--- config.mk ---
export PLATFORM = sky130hd
export DESIGN_NAME = fir_out_requant_flat
export DESIGN_NICKNAME = d
export VERILOG_FILES = /design/src/rtl/fir_out_requant_if.sv /design/src/rtl/fir_out_requant.sv /design/src/flat_wrapper.sv
export SDC_FILE = /design/constraint.sdc
export NUM_CORES = 1
export LEC_CHECK = 0
export BUFFER_PORTS_ARGS = -buffer_cell sky130_fd_sc_hd__buf_2
export CORE_ASPECT_RATIO = 1.25
export CORE_MARGIN = 2
export CORE_UTILIZATION = 52
export CTS_CLUSTER_SIZE = 8
export DETAILED_ROUTE_END_ITERATION = 10
export HOLD_SLACK_MARGIN = 0.03
export PLACE_DENSITY = 0.71
export SLEW_MARGIN = 20
export SYNTH_ARGS = -nofsm -noshare
export SYNTH_HDL_FRONTEND = slang
export SYNTH_SLANG_ARGS = --single-unit
--- constraint.sdc ---
create_clock -name clk -period 3.8 [get_ports clk]
set_input_delay 0.76 -clock clk [delete_from_list [all_inputs] [get_ports clk]]
set_output_delay 0.76 -clock clk [all_outputs]
set_load 0.05 [all_outputs]
--- src/rtl/fir_out_requant_if.sv ---
// Streaming bundle between the FIR result register, the requantizer and its consumer.
// The slave side is the requantizer: it takes filter results in and offers 16-bit samples out.
interface fir_out_requant_if;
    logic signed [32:0] sample_in;
    logic               sample_in_valid;
    logic signed [15:0] sample_out;
    logic               sample_out_valid;
    logic               sample_out_ready;

    modport slave (
        input  sample_in, sample_in_valid, sample_out_ready,
        output sample_out, sample_out_valid
    );

    modport master (
        output sample_in, sample_in_valid, sample_out_ready,
        input  sample_out, sample_out_valid
    );
endinterface

--- src/rtl/fir_out_requant.sv ---
// Decimates the 33-bit FIR result stream, rounds half-up and saturates to 16 bits,
// and queues kept samples in a small FIFO with a registered valid/ready output.
module fir_out_requant #(
    parameter int DECIM      = 2,
    parameter int SHIFT      = 15,
    parameter int FIFO_DEPTH = 4
) (
    input  logic                          clk,
    input  logic                          reset,
    input  logic                          clk_enable,
    fir_out_requant_if.slave              bus,
    output logic [$clog2(FIFO_DEPTH):0]   fifo_level,
    output logic                          sat_flag,
    output logic                          ovf_flag
);
    localparam int CW = (DECIM > 1) ? $clog2(DECIM) : 1;
    localparam int PW = $clog2(FIFO_DEPTH);
    localparam logic [CW-1:0] CNT_MAX = CW'(DECIM - 1);
    localparam logic [PW:0]   LVL_FULL = (PW+1)'(FIFO_DEPTH);

    logic [CW-1:0]      dec_cnt;
    logic               accept, keep;
    logic signed [33:0] ext, rnd, shr;
    logic signed [15:0] sat_val;
    logic               clamp;

    logic               stage_valid;
    logic signed [15:0] stage_data;

    logic signed [15:0] mem [FIFO_DEPTH];
    logic [PW-1:0]      wr_ptr, rd_ptr, rd_nxt;
    logic [PW:0]        lvl_nxt;
    logic               pop, push_try, push, full;
    logic signed [15:0] head_nxt;

    assign accept = clk_enable & bus.sample_in_valid;
    assign keep   = accept & (dec_cnt == '0);

    // 34 bits leave headroom for the rounding add on the most positive input.
    always_comb begin
        ext     = {bus.sample_in[32], bus.sample_in};
        rnd     = ext + (34'sd1 <<< (SHIFT - 1));
        shr     = rnd >>> SHIFT;
        sat_val = shr[15:0];
        clamp   = 1'b0;
        if (shr > 34'sd32767) begin
            sat_val = 16'sh7fff;
            clamp   = 1'b1;
        end else if (shr < -34'sd32768) begin
            sat_val = -16'sh8000;
            clamp   = 1'b1;
        end
    end

    always_ff @(posedge clk or posedge reset) begin
        if (reset) begin
            dec_cnt     <= '0;
            stage_valid <= 1'b0;
            stage_data  <= '0;
            sat_flag    <= 1'b0;
        end else if (clk_enable) begin
            stage_valid <= keep;
            if (accept)
                dec_cnt <= (dec_cnt == CNT_MAX) ? '0 : dec_cnt + CW'(1);
            if (keep)
                stage_data <= sat_val;
            if (keep && clamp)
                sat_flag <= 1'b1;
        end
    end

    assign full     = (fifo_level == LVL_FULL);
    assign pop      = clk_enable & bus.sample_out_valid & bus.sample_out_ready;
    assign push_try = clk_enable & stage_valid;
    assign push     = push_try & (~full | pop);
    assign rd_nxt   = rd_ptr + PW'(pop);
    assign lvl_nxt  = fifo_level + (PW+1)'(push) - (PW+1)'(pop);

    // The output register is loaded with whatever will be at the head after this edge;
    // that is the incoming stage value when it lands in the slot being read next.
    assign head_nxt = (push && (wr_ptr == rd_nxt)) ? stage_data : mem[rd_nxt];

    always_ff @(posedge clk) begin
        if (push)
            mem[wr_ptr] <= stage_data;
    end

    always_ff @(posedge clk or posedge reset) begin
        if (reset) begin
            wr_ptr               <= '0;
            rd_ptr               <= '0;
            fifo_level           <= '0;
            bus.sample_out       <= '0;
            bus.sample_out_valid <= 1'b0;
            ovf_flag             <= 1'b0;
        end else if (clk_enable) begin
            wr_ptr               <= wr_ptr + PW'(push);
            rd_ptr               <= rd_nxt;
            fifo_level           <= lvl_nxt;
            bus.sample_out_valid <= (lvl_nxt != '0);
            if (lvl_nxt != '0)
                bus.sample_out <= head_nxt;
            if (push_try && !push)
                ovf_flag <= 1'b1;
        end
    end
endmodule

--- src/flat_wrapper.sv ---
// flat-port wrapper written by rule: the top's interface ports become plain ports
module fir_out_requant_flat 
#(
    parameter int DECIM      = 2,
    parameter int SHIFT      = 15,
    parameter int FIFO_DEPTH = 4
)
  (clk, reset, clk_enable, fifo_level, sat_flag, ovf_flag, bus_sample_in, bus_sample_in_valid, bus_sample_out_ready, bus_sample_out, bus_sample_out_valid);
  fir_out_requant_if bus_i ();
  input  logic clk;
  input  logic reset;
  input  logic clk_enable;
  output logic [$clog2(FIFO_DEPTH):0] fifo_level;
  output logic sat_flag;
  output logic ovf_flag;
  input wire logic [$bits(bus_i.sample_in)-1:0] bus_sample_in;
  input wire logic [$bits(bus_i.sample_in_valid)-1:0] bus_sample_in_valid;
  input wire logic [$bits(bus_i.sample_out_ready)-1:0] bus_sample_out_ready;
  output wire logic [$bits(bus_i.sample_out)-1:0] bus_sample_out;
  output wire logic [$bits(bus_i.sample_out_valid)-1:0] bus_sample_out_valid;
  assign bus_i.sample_in = bus_sample_in;
  assign bus_i.sample_in_valid = bus_sample_in_valid;
  assign bus_i.sample_out_ready = bus_sample_out_ready;
  assign bus_sample_out = bus_i.sample_out;
  assign bus_sample_out_valid = bus_i.sample_out_valid;
  fir_out_requant #(.DECIM(DECIM), .SHIFT(SHIFT), .FIFO_DEPTH(FIFO_DEPTH)) u_core (.clk(clk), .reset(reset), .clk_enable(clk_enable), .bus(bus_i), .fifo_level(fifo_level), .sat_flag(sat_flag), .ovf_flag(ovf_flag));
endmodule
; ---- Yosys cells after proc, flatten, opt, wreduce, memory -nomap -nowiden
; Memories as Yosys holds them, arrays and structs flattened. A register that Yosys moved wholly into a read port is not among the register bits.
; Index checks and enable logic that the tools add are counted.
[classes]
add_sub_neg = 6
magnitude_cmp = 2
n_eq_ne = 1
mux = 7
bitwise_logic = 9
reduce_logical = 9
[op_table]
columns = cell, count
row1 = "adder 33 x 16 -> 34 bit, second input constant", 1
row2 = two-way mux 16 bit, 2
row3 = "greater-than comparator 19 x 16 -> 1 bit, second input constant", 1
row4 = "< comparator 19 x 16 -> 1 bit, second input constant", 1
row5 = AND reduction 2 bit, 5
row6 = AND 1 bit, 6
row7 = two-way mux 1 bit, 5
row8 = adder 2 x 1 -> 2 bit, 2
row9 = adder 3 x 1 -> 3 bit, 1
row10 = "== test 3 bit, second input constant", 1
row11 = nonzero test 3 bit, 1
row12 = subtractor 3 x 1 -> 3 bit, 1
row13 = logical AND 1 bit, 2
row14 = inverter 1 bit, 2
row15 = "adder 1 bit, second input constant", 1
row16 = logical NOT 1 bit, 1
row17 = bitwise OR 1 bit, 1
[word_totals]
register_bits = 28
mem_bits_rw = 64
out_inout_bits = 22
wordCells = 44
mem_count = 1
[mem_list]
columns = memory, depth, word_bits, read_ports, rd_ports_with_merged_regs, wr, line
row1 = u_core.mem, 4, 16, 1, 1, 1, fir_out_requant.sv:30  ; logic signed [15:0] mem [FIFO_DEPTH];

; ---- Depth between registers and ports, before layout
; Gate-level depths: netlist of the first run.
[depth]
ltp_word = 8
mapped_depth = 13

; ---- Worst setup path after synthesis of the first run
; OpenSTA, ideal clock, no wires.
[synth_path]
path_type = input to register
from = input port bus_sample_out_ready
to = register u_core.bus.sample_out[5] (read register of u_core.mem)
t_arrival_ns = 2.910
required_ns = 3.664
setup_slack_ns = 0.755
stages = 8
path_buffers = 2
cell_sequence = nand3_1 -> inv_1 -> ha_1 -> clkbuf_1 -> buf_1 -> mux4_2 -> mux2i_1 -> o21ai_0
[synth_lines]
columns = item, line
row1 = "start, declared", flat_wrapper.sv:18  ; input wire logic [$bits(bus_i.sample_out_ready)-1:0] bus_sample_out_ready;
row2 = AND 1 bit, fir_out_requant.sv:73  ; assign pop = clk_enable & bus.sample_out_valid & bus.sample_out_ready;
row3 = adder 2 x 1 -> 2 bit, fir_out_requant.sv:76  ; assign rd_nxt = rd_ptr + PW'(pop);
row4 = via u_core.rd_nxt[0], fir_out_requant.sv:31  ; logic [PW-1:0] wr_ptr, rd_ptr, rd_nxt;
row5 = "end, declared", fir_out_requant_if.sv:12  ; output sample_out, sample_out_valid
; The timed path passes the listed nets, and every way through them passes these cells.
; A chain may end at the register's enable or synchronous reset.

; ---- Worst setup path after layout of the first run
[layout_path]
from = input port clk_enable
to = register u_core.bus.sample_out_valid
[layout_via]
elab_chain_cells = 7
[layout_rtl]
columns = item, line
row1 = "start, declared", flat_wrapper.sv:12  ; input logic clk_enable;
row2 = AND 1 bit (2 in a row), fir_out_requant.sv:73
row3 = bitwise OR 1 bit, fir_out_requant.sv:75  ; assign push = push_try & (~full | pop);
row4 = AND 1 bit, fir_out_requant.sv:75
row5 = adder 3 x 1 -> 3 bit, fir_out_requant.sv:77  ; assign lvl_nxt = fifo_level + (PW+1)'(push) - (PW+1)'(pop);
row6 = subtractor 3 x 1 -> 3 bit, fir_out_requant.sv:77
row7 = nonzero test 3 bit, fir_out_requant.sv:100  ; bus.sample_out_valid <= (lvl_nxt != '0);
row8 = "end signal, assigned", fir_out_requant.sv:100
row9 = "end, declared", fir_out_requant_if.sv:12
; Several ways; a longest one is shown, not always the timed one.

==> run summary, run 1 <==
post-CTS setup buffers - 0
FF-to-FF Start - u_core.bus.sample_out_valid$_DFFE_PP0P_
Synth top cells by count - 64 x edfxtp_1, 44 x dfrtp_1, 36 x nand2_1
Crit Path Max Fanout - 25
worst hold path type - reg -> reg
RD Place Congestion - 0.719
CTS resizes - 0
fraction of final layout cells sized beyond drive strength 1 - 0.260
initial antenna violation count - 0
die span in y - 111 um
most frequent cell after synthesis - edfxtp_1
CTS max path bufs - 2
Leak - 2.08 nW
global-route wire length before repair - 14100 um
Synth Instances - 353
fmax - 331 MHz
hold_ws - 472 ps
PwrDens - 757 nW/um^2
Synth area leader - edfxtp_1
DRT Pass-1 Iters - 4
crit path launch - clk_enable
Via Count - 2878
drt wl/cell - 16.2 um
Boundary Pins - 60
Int Pwr - 2.71 mW
Slew headroom - 0.362
number of fill cells - 725
Final Hold Violating Endpoints - 0
row count - 39
Area Growth Syn to Fin - 15.4%
MaxCap Viol Count - 0
sequential group share of total power - 0.411
Worst setup SP type - primary input
Met2 Routed Length - 4330 um
Starting Density - 0.528
DP HPWL - 5630 um
Psw - 1.47 mW
post-layout min period - 3030 ps
WL final - 8610 um
Logic pwr share - 0.341
Worst Path Arrival - 3240 ps
clock sink count - 108
# port buffers - 45
Detail Route Antenna Nets - 0
register bit total from synthesis - 108
1st-iter DRT viols - 189
worst-margin pin slew - 955 ps
ranking of synthesized cells by area - edfxtp_1 40%, dfrtp_1 23%, mux4_2 7.5%, mux2i_1 3.3%, nand2_1 2.8%
setup skew after layout - 5.84 ps
Max H-tree Level - 3
grt ovf - 0
setup violators final - 0
syn nets - 397
Vias/cell - 5.42
CTS root buf - clkbuf_16
DRC violations left - 0
Yosys warning count - 0
share of the synthesized area in the top cell type - 0.401
clock slew at reported path FFs - 70 ps
Post-Syn Area per Cell - 13.6 sq um
CTS Hold Buffers Added - 0
final net count - 447
core area - 9080 sq um
Die Wd - 89.9 um
die area - 10000 sq um
Total GRT Usage - 0.180
met3 wire len - 219 um
Net Sw Frac - 0.352
Mapped Area - 4790 sq um
sequential area share after synthesis - 0.631
CTS tree - built
setup TNS - 0 ps
CP Class - in -> reg
Post-synth EDFFs - 64
clk_lat worst skew - 340 ps
RSZ-0062 raised after global routing - false
Top FF cell, synth - edfxtp_1
Min-Delay Startpoint - u_core.bus.sample_out[10]$_DFFE_PP0P_
vias in the first global route - 2822
Post-synth ARST share - 0.407
Crit. End Element - flip-flop
crit share post-route - 0.796
Slew Limit Fails - 0
Distinct cells, synth - 39
wire length on met1 - 3880 um
Req. time, crit path - 4010 ps
status - complete, no violations
Top Layer Used - met4
largest net degree at the start of global routing - 45
clock group share of total power - 0.248
peak supply drop - 0.333 mV
CTS Buf Count - 9
number of inserted diodes - 0
[worst paths after layout]
kind | to | slack, ps | cells past startpoint
worst min register to register | u_core.bus.sample_out[10]$_DFFE_PP0P_ | 470 | 2
min in group asynchronous | u_core.bus.sample_out[7]$_DFFE_PP0P_ | 640 | 2
max in group asynchronous | u_core.stage_data[2]$_DFFE_PP0P_ | 2570 | 2
worst min-delay path | u_core.bus.sample_out[10]$_DFFE_PP0P_ | 470 | 2
worst max register to register | u_core.bus.sample_out_valid$_DFFE_PP0P_ | 1100 | 12
worst max-delay path | u_core.bus.sample_out_valid$_DFFE_PP0P_ | 770 | 13
[critical path, stage by stage]
cell and delay (ps):
buf_2 250, nand3_1 170, inv_1 130, ha_1 230, inv_1 60, ha_1 150, inv_1 50, fa_1 370
xor2_1 230, xor2_1 110, o21ai_2 410, buf_12 220, o21ai_0 90
[layout make-up]
cell class,count,area (sq um),area share
flip-flops and latches,108,3020,0.547
repair buffers,54,305,0.0552
clock inverters,7,113,0.0204
multi-input cells,220,1670,0.302
clock buffers,9,225,0.0407
well taps,123,154,0.0278
inverters,10,37.5,0.00679
[cell families after synthesis]
group / after synthesis / share of synthesized area
DFF: 108 / 0.631
and+or+nand+nor: 106 / 0.113
muxes: 34 / 0.113
buffers and inverters: 25 / 0.0222
AOI/OAI and AO/OA: 50 / 0.0595
adders and majority gates: 6 / 0.0172
xor gates and xnor gates: 24 / 0.0439
[cell usage in the layout, fill, tap and decap left out, types with 2 or more instances in the layout]
cell,n
o31ai_1,2
buf_4,8
nor4_1,2
nand3_1,7
nor2_1,21
clkinv_2,2
xor2_1,10
nand2b_1,2
inv_1,9
a21oi_1,15
and3_1,4
bufinv_16,3
o21ai_1,5
nor3_1,14
or2_2,3
mux2i_1,16
edfxtp_1,64
ha_1,5
buf_2,45
clkbuf_16,9
mux4_2,16
nand4_1,4
o21ai_0,20
mux2_2,2
nand2_1,36
nor3_2,8
o21bai_1,2
dfrtp_1,44
xnor2_1,14
[stage by stage]
step	worst slack, ps	area [sq um]	instances	power, mW	util
final	775	5530	531	4.18	0.609
after global routing	551	5530	531	4.39	0.609
after CTS	750	5530	531	4.23	0.609
after detailed placement	408	5190	515	3.18	0.572
after global placement	508	5190	515	3.14	0.572
after floorplan	755	4790	353	2.81	-
[registers in the layout, summed over array words and instances (netlist names)]
signal	cells
u_core.mem	64
u_core.bus.sample_out	16
u_core.stage_data	16
u_core.fifo_level	3
u_core.rd_ptr	2
u_core.wr_ptr	2
u_core.bus.sample_out_valid	1
u_core.dec_cnt	1
u_core.ovf_flag	1
u_core.sat_flag	1
u_core.stage_valid	1
[power by group through the flow]
stage | Combinational, mW | Sequential (mW) | Clock (mW)
3_5_place_dp | 1.44 | 1.74 | 0
4_1_cts | 1.45 | 1.72 | 1.06
3_3_place_gp | 1.41 | 1.72 | 0
5_1_grt | 1.54 | 1.75 | 1.09
6_report | 1.43 | 1.72 | 1.04
2_1_floorplan | 0.729 | 2.08 | 0
[routing by layer]
metal / up-vias / GRT usage
li1: 1399 / -
met5: - / 0
met2: 53 / 0.298
met3: 13 / 0.0244
met4: 0 / 0.0708
met1: 1413 / 0.245
No activity file was read; power rests on OpenSTA's default activity.
==> run 2, diff against run 1 <==
Settings changed: PLACE_DENSITY 0.71 to 0.74.
Clock period 3.8 ns to 2.62 ns, I/O delays scaled along.
==> run 2 against run 1 <==
  * Core utilization rose by 2.5 points
  * Wire length up 1.6%
  * Critical path depth rose by 1
  * Clock power increased by 44%
  * Combinational power grew 57%
  * Largest power group unchanged
  * Worst setup slack lost 610 ps
  * Die area did not move
  * Sequential share of layout area shrank 2.1 points
==> run summary, run 2 (synthesized netlist as in run 1, its figures left out) <==
status - complete, no violations
worst-margin pin slew - 642 ps
Post-DP Area - 5370 sq um
max reg flops - 64
Global Route met1 Usage - 0.229
Via Count - 2937
peak supply drop - 0.547 mV
global route hottest layer - met2
crit path cell chain - nand3_2 -> inv_1 -> ha_1 -> inv_1 -> ha_1 -> inv_1 -> fa_2 -> xor2_2 -> xor2_1 -> o21ai_2 -> buf_6 -> buf_4 -> nand2_1 -> o21ai_0
Boundary Pins - 60
Crit. End Element - flip-flop
Final Non-Filler Cells - 552
PwrDens - 1080 nW/um^2
DRC violations left - 0
fraction of final layout cells sized beyond drive strength 1 - 0.310
clk_lat worst skew - 340 ps
number of fill cells - 697
Biggest register - u_core.mem
Die Wd - 89.9 um
Slew headroom - 0.571
Crit Path Max Fanout - 8
most frequent cells in the layout - 64 x edfxtp_1, 45 x buf_2, 41 x dfrtp_1
Total GRT Usage - 0.187
commonest non-fill, non-tap cell in the layout - edfxtp_1
Max H-tree Level - 3
cell repeated most along the worst path - inv_1
Area Growth Syn to Fin - 20.2%
setup TNS - 0 ps
vias in the first global route - 3027
max incr delay on CP - 420 ps
met2 Use GR - 0.328
CTS Hold Buffers Added - 0
1st-iter DRT viols - 152
CTS Buf Count - 9
setup violators final - 0
WL final - 8750 um
Detail Route Antenna Nets - 0
core area - 9080 sq um
die span in y - 111 um
CTS max path bufs - 2
row count - 39
MaxCap Viol Count - 0
post-layout min period - 2460 ps
Starting Density - 0.528
worst path bufs/invs - 5
largest net degree at the start of global routing - 29
drt wl/cell - 15.8 um
CTS root buf - clkbuf_16
DP HPWL - 6090 um
global-route wire length before repair - 14600 um
number of inserted diodes - 0
initial antenna violation count - 0
final net count - 468
Worst setup SP type - flip-flop
Final Hold Violating Endpoints - 0
die area - 10000 sq um
RD Place Congestion - 0.783
# port buffers - 45
setup skew after layout - 4.56 ps
Crit path max-delay family - adder cells
final instance area - 5760 sq um
fmax - 406 MHz
DRT Pass-1 Iters - 6
setup ws final - 160 ps
clock sink count - 108
worst hold path type - in -> async
Req. time, crit path - 2840 ps
crit share post-route - 0.939
Post-Place Cells - 534
Leak - 2.19 nW
CP Class - reg -> reg
CTS tree - built
Vias/cell - 5.32
clock slew at reported path FFs - 70 ps
overall power - 6.24 mW
registers with the most flip-flops - u_core.mem (64), u_core.bus.sample_out (16), u_core.stage_data (16)
DP Worst Slack - -63.7 ps
met3 usage in global routing - 0.0291
Worst Path Arrival - 2680 ps
CP max-delay cell - dfrtp_2
Slew Limit Fails - 0
grt ovf - 0
==> run 2: cell count changes in the layout (fill, tap and decap cells not counted), sizes merged <==
cell,change
buf,+20
clkinvlp,+1
clkbuf,+2
clkinv,-2
==> run 2: stage by stage <==
| stage | hold WS (ps) | utilization |
|---|---|---|
| 2_1_floorplan | 461 | - |
| 3_3_place_gp | 454 | 0.592 |
| 3_5_place_dp | 456 | 0.592 |
| 4_1_cts | 331 | 0.629 |
| 5_1_grt | 298 | 0.635 |
| 6_report | 261 | 0.635 |
==> run 2: worst paths after layout <==
check	startpoint	end	slack, ps	cells after the start
max	u_core.bus.sample_out_valid$_DFFE_PP0P_	u_core.bus.sample_out[4]$_DFFE_PP0P_	160	14
max in group asynchronous	reset	u_core.stage_data[11]$_DFFE_PP0P_	1690	3
min in group clk	u_core.bus.sample_out[7]$_DFFE_PP0P_	u_core.bus.sample_out[7]$_DFFE_PP0P_	470	2
max reg2reg	u_core.bus.sample_out_valid$_DFFE_PP0P_	u_core.bus.sample_out[4]$_DFFE_PP0P_	160	14
min	reset	u_core.bus.sample_out[8]$_DFFE_PP0P_	260	2
min reg2reg	u_core.bus.sample_out[7]$_DFFE_PP0P_	u_core.bus.sample_out[7]$_DFFE_PP0P_	470	2
==> run 2: cell type report <==
class | instances | area (sq um) | share of cell area
Tap cell | 123 | 154 | 0.0267
Clock inverter | 6 | 110 | 0.0191
Inverter | 10 | 37.5 | 0.00652
Timing Repair Buffer | 75 | 509 | 0.0884
Multi-Input combinational cell | 220 | 1690 | 0.294
Clock buffer | 10 | 229 | 0.0398
Sequential cell | 108 | 3030 | 0.526
==> run 2: timing repair <==
| item | in CTS | in global routing |
|---|---|---|
| setup endpoints to repair | 0 | 17 |
| setup buffers | 0 | 2 |
| gates resized for setup | 0 | 10 |
==> run 2: layer usage <==
layer	vias up	routed length, um
met5	-	0
met4	0	180
met3	9	365
met2	66	4700
met1	1427	3500
li1	1435	-
==> run 2: power by group <==
group          internal (mW)  switching (mW)
sequential              2.23           0.275
combinational          0.902            1.33
clock                  0.934           0.566
total                   4.06            2.17
==> run 3, diff against run 2 <==
Settings changed: PLACE_DENSITY 0.74 to 0.71, RECOVER_POWER set to 25.
Clock period 2.62 ns to 2.5 ns, I/O delays scaled along.
==> run 3 against run 2 <==
  * Clock power hardly changed
  * Register-to-register slack worse by 96 ps
  * Via count is 1.8% higher
  * Cell count is 2.0% higher
  * Power is 8.9% higher
  * Critical path depth stayed put
  * Sequential share of layout area is 1.8 points lower
  * Global-route usage is 0.52 points higher
  * Critical endpoint is now u_core.bus.sample_out[9]$_DFFE_PP0P_
==> run summary, run 3 (synthesized netlist as in run 1, its figures left out) <==
worst setup path endpoint - u_core.bus.sample_out[9]$_DFFE_PP0P_
hold_ws - 367 ps
Int Pwr - 4.34 mW
PwrDens - 1140 nW/um^2
peak supply drop - 0.424 mV
fmax - 410 MHz
Crit Path Max Fanout - 7
# port buffers - 45
Req. time, crit path - 2740 ps
worst hold path type - in -> async
Starting Density - 0.528
MaxCap Viol Count - 0
CTS max path bufs - 2
Post-Place Cells - 538
1st-iter DRT viols - 135
Worst Path Arrival - 2670 ps
Worst setup SP type - flip-flop
Total GRT Usage - 0.192
most frequent cells in the layout - 64 x edfxtp_1, 45 x buf_2, 41 x dfrtp_1
RR Endpoint - u_core.bus.sample_out[9]$_DFFE_PP0P_
Slew Limit Fails - 0
r2r setup slk - 60 ps
setup TNS - 0 ps
met2 Use GR - 0.324
registers with the most flip-flops - u_core.mem (64), u_core.bus.sample_out (16), u_core.stage_data (16)
Detail Route Antenna Nets - 0
Crit. End Element - flip-flop
number of fill cells - 681
area of the multi-input gates - 1800 sq um
vias in the first global route - 3050
clock group share of total power - 0.224
CTS Buf Count - 9
global route hottest layer - met2
die span in y - 111 um
crit share post-route - 0.975
CTS tree - built
worst-margin pin slew - 945 ps
DRC violations left - 0
status - complete, no violations
Slew headroom - 0.369
Leak - 2.28 nW
DP Worst Slack - -140 ps
initial antenna violation count - 0
setup skew after layout - 7.82 ps
register area - 3030 sq um
sequential group share of total power - 0.389
CP Class - reg -> reg
DRT Pass-1 Iters - 4
Psw - 2.45 mW
clock sink count - 108
Post-DP Area - 5410 sq um
largest net degree at the start of global routing - 45
Net Sw Frac - 0.360
Final Hold Violating Endpoints - 0
number of inserted diodes - 0
final net count - 479
drt wl/cell - 16.6 um
RD Place Congestion - 0.793
commonest non-fill, non-tap cell in the layout - edfxtp_1
Boundary Pins - 60
global-route wire length before repair - 14900 um
core area - 9080 sq um
max reg flops - 64
Global Route met1 Usage - 0.237
DP HPWL - 6240 um
overall power - 6.79 mW
Vias/cell - 5.31
grt ovf - 0
post-layout min period - 2440 ps
crit path launch - u_core.bus.sample_out_valid$_DFFE_PP0P_
CTS root buf - clkbuf_16
Area Growth Syn to Fin - 24.4%
clk_lat worst skew - 350 ps
clock slew at reported path FFs - 70 ps
met3 usage in global routing - 0.0271
Logic pwr share - 0.387
die area - 10000 sq um
final instance area - 5960 sq um
Biggest register - u_core.mem
setup violators final - 0
fraction of final layout cells sized beyond drive strength 1 - 0.375
R2R depth - 14
WL final - 9340 um
Die Wd - 89.9 um
FF-to-FF Start - u_core.bus.sample_out_valid$_DFFE_PP0P_
Final Core Density - 0.657
Via Count - 2989
Max H-tree Level - 3
row count - 39
Final Non-Filler Cells - 563
setup ws final - 63.5 ps
run 3: changes by cell type in the layout (fill, tap and decap cells not counted), sizes merged:
| cell | before | now |
|---|---|---|
| buf | 74 | 84 |
| clkbuf | 11 | 13 |
| bufinv | 3 | 2 |
| clkinv | 1 | 0 |
| clkinvlp | 1 | 2 |
run 3: per-layer routing:
layer | share of wire | wire length (um)
met1 | 0.42 | 3890
met2 | 0.51 | 4810
met3 | 0.036 | 341
met4 | 0.032 | 302
met5 | 0 | 0
run 3: layout make-up:
cell class	count	area share
Sequential cell	108	0.508
Clock buffer	11	0.0407
Inverter	10	0.00629
Multi-Input combinational cell	220	0.302
Timing Repair Buffer	86	0.104
Clock inverter	5	0.0141
Tap cell	123	0.0258
run 3: critical path: stages (launching register included):
cell,delay (ps)
dfrtp_2,430
nand3_4,80
inv_2,60
ha_4,210
inv_2,40
ha_2,160
inv_2,40
fa_2,370
xor2_2,230
xor2_2,210
o21ai_4,90
buf_6,140
buf_12,150
nand2_4,60
o21ai_2,40
run 3: how the worst min path moves through the flow:
stage / from / end / slack (ps) / cells after the start
after floorplan: u_core.dec_cnt$_DFFE_PP0P_ / u_core.dec_cnt$_DFFE_PP0P_ / 460 / 2
after global placement: u_core.ovf_flag$_DFFE_PP0P_ / u_core.ovf_flag$_DFFE_PP0P_ / 460 / 1
after detailed placement: u_core.sat_flag$_DFFE_PP0P_ / u_core.sat_flag$_DFFE_PP0P_ / 460 / 1
after CTS: reset / u_core.bus.sample_out[13]$_DFFE_PP0P_ / 400 / 2
after global routing: reset / u_core.bus.sample_out[11]$_DFFE_PP0P_ / 440 / 2
final: reset / u_core.bus.sample_out[10]$_DFFE_PP0P_ / 370 / 2
run 3: repair_timing:
action,CTS,global route
endpoints found under the setup margin,0,17
resized for setup,0,43
setup buffers,0,6
endpoints found under the hold margin,0,0
hold buffers,0,0
run 3: power by group through the flow:
stage          registers (mW)  clock network (mW)  logic, mW
5_1_grt                  2.69                1.62       2.83
3_5_place_dp             2.66                   0       2.29
6_report                 2.64                1.52       2.63
2_1_floorplan            3.18                   0       1.14
3_3_place_gp             2.63                   0       2.25
4_1_cts                  2.63                1.54       2.31
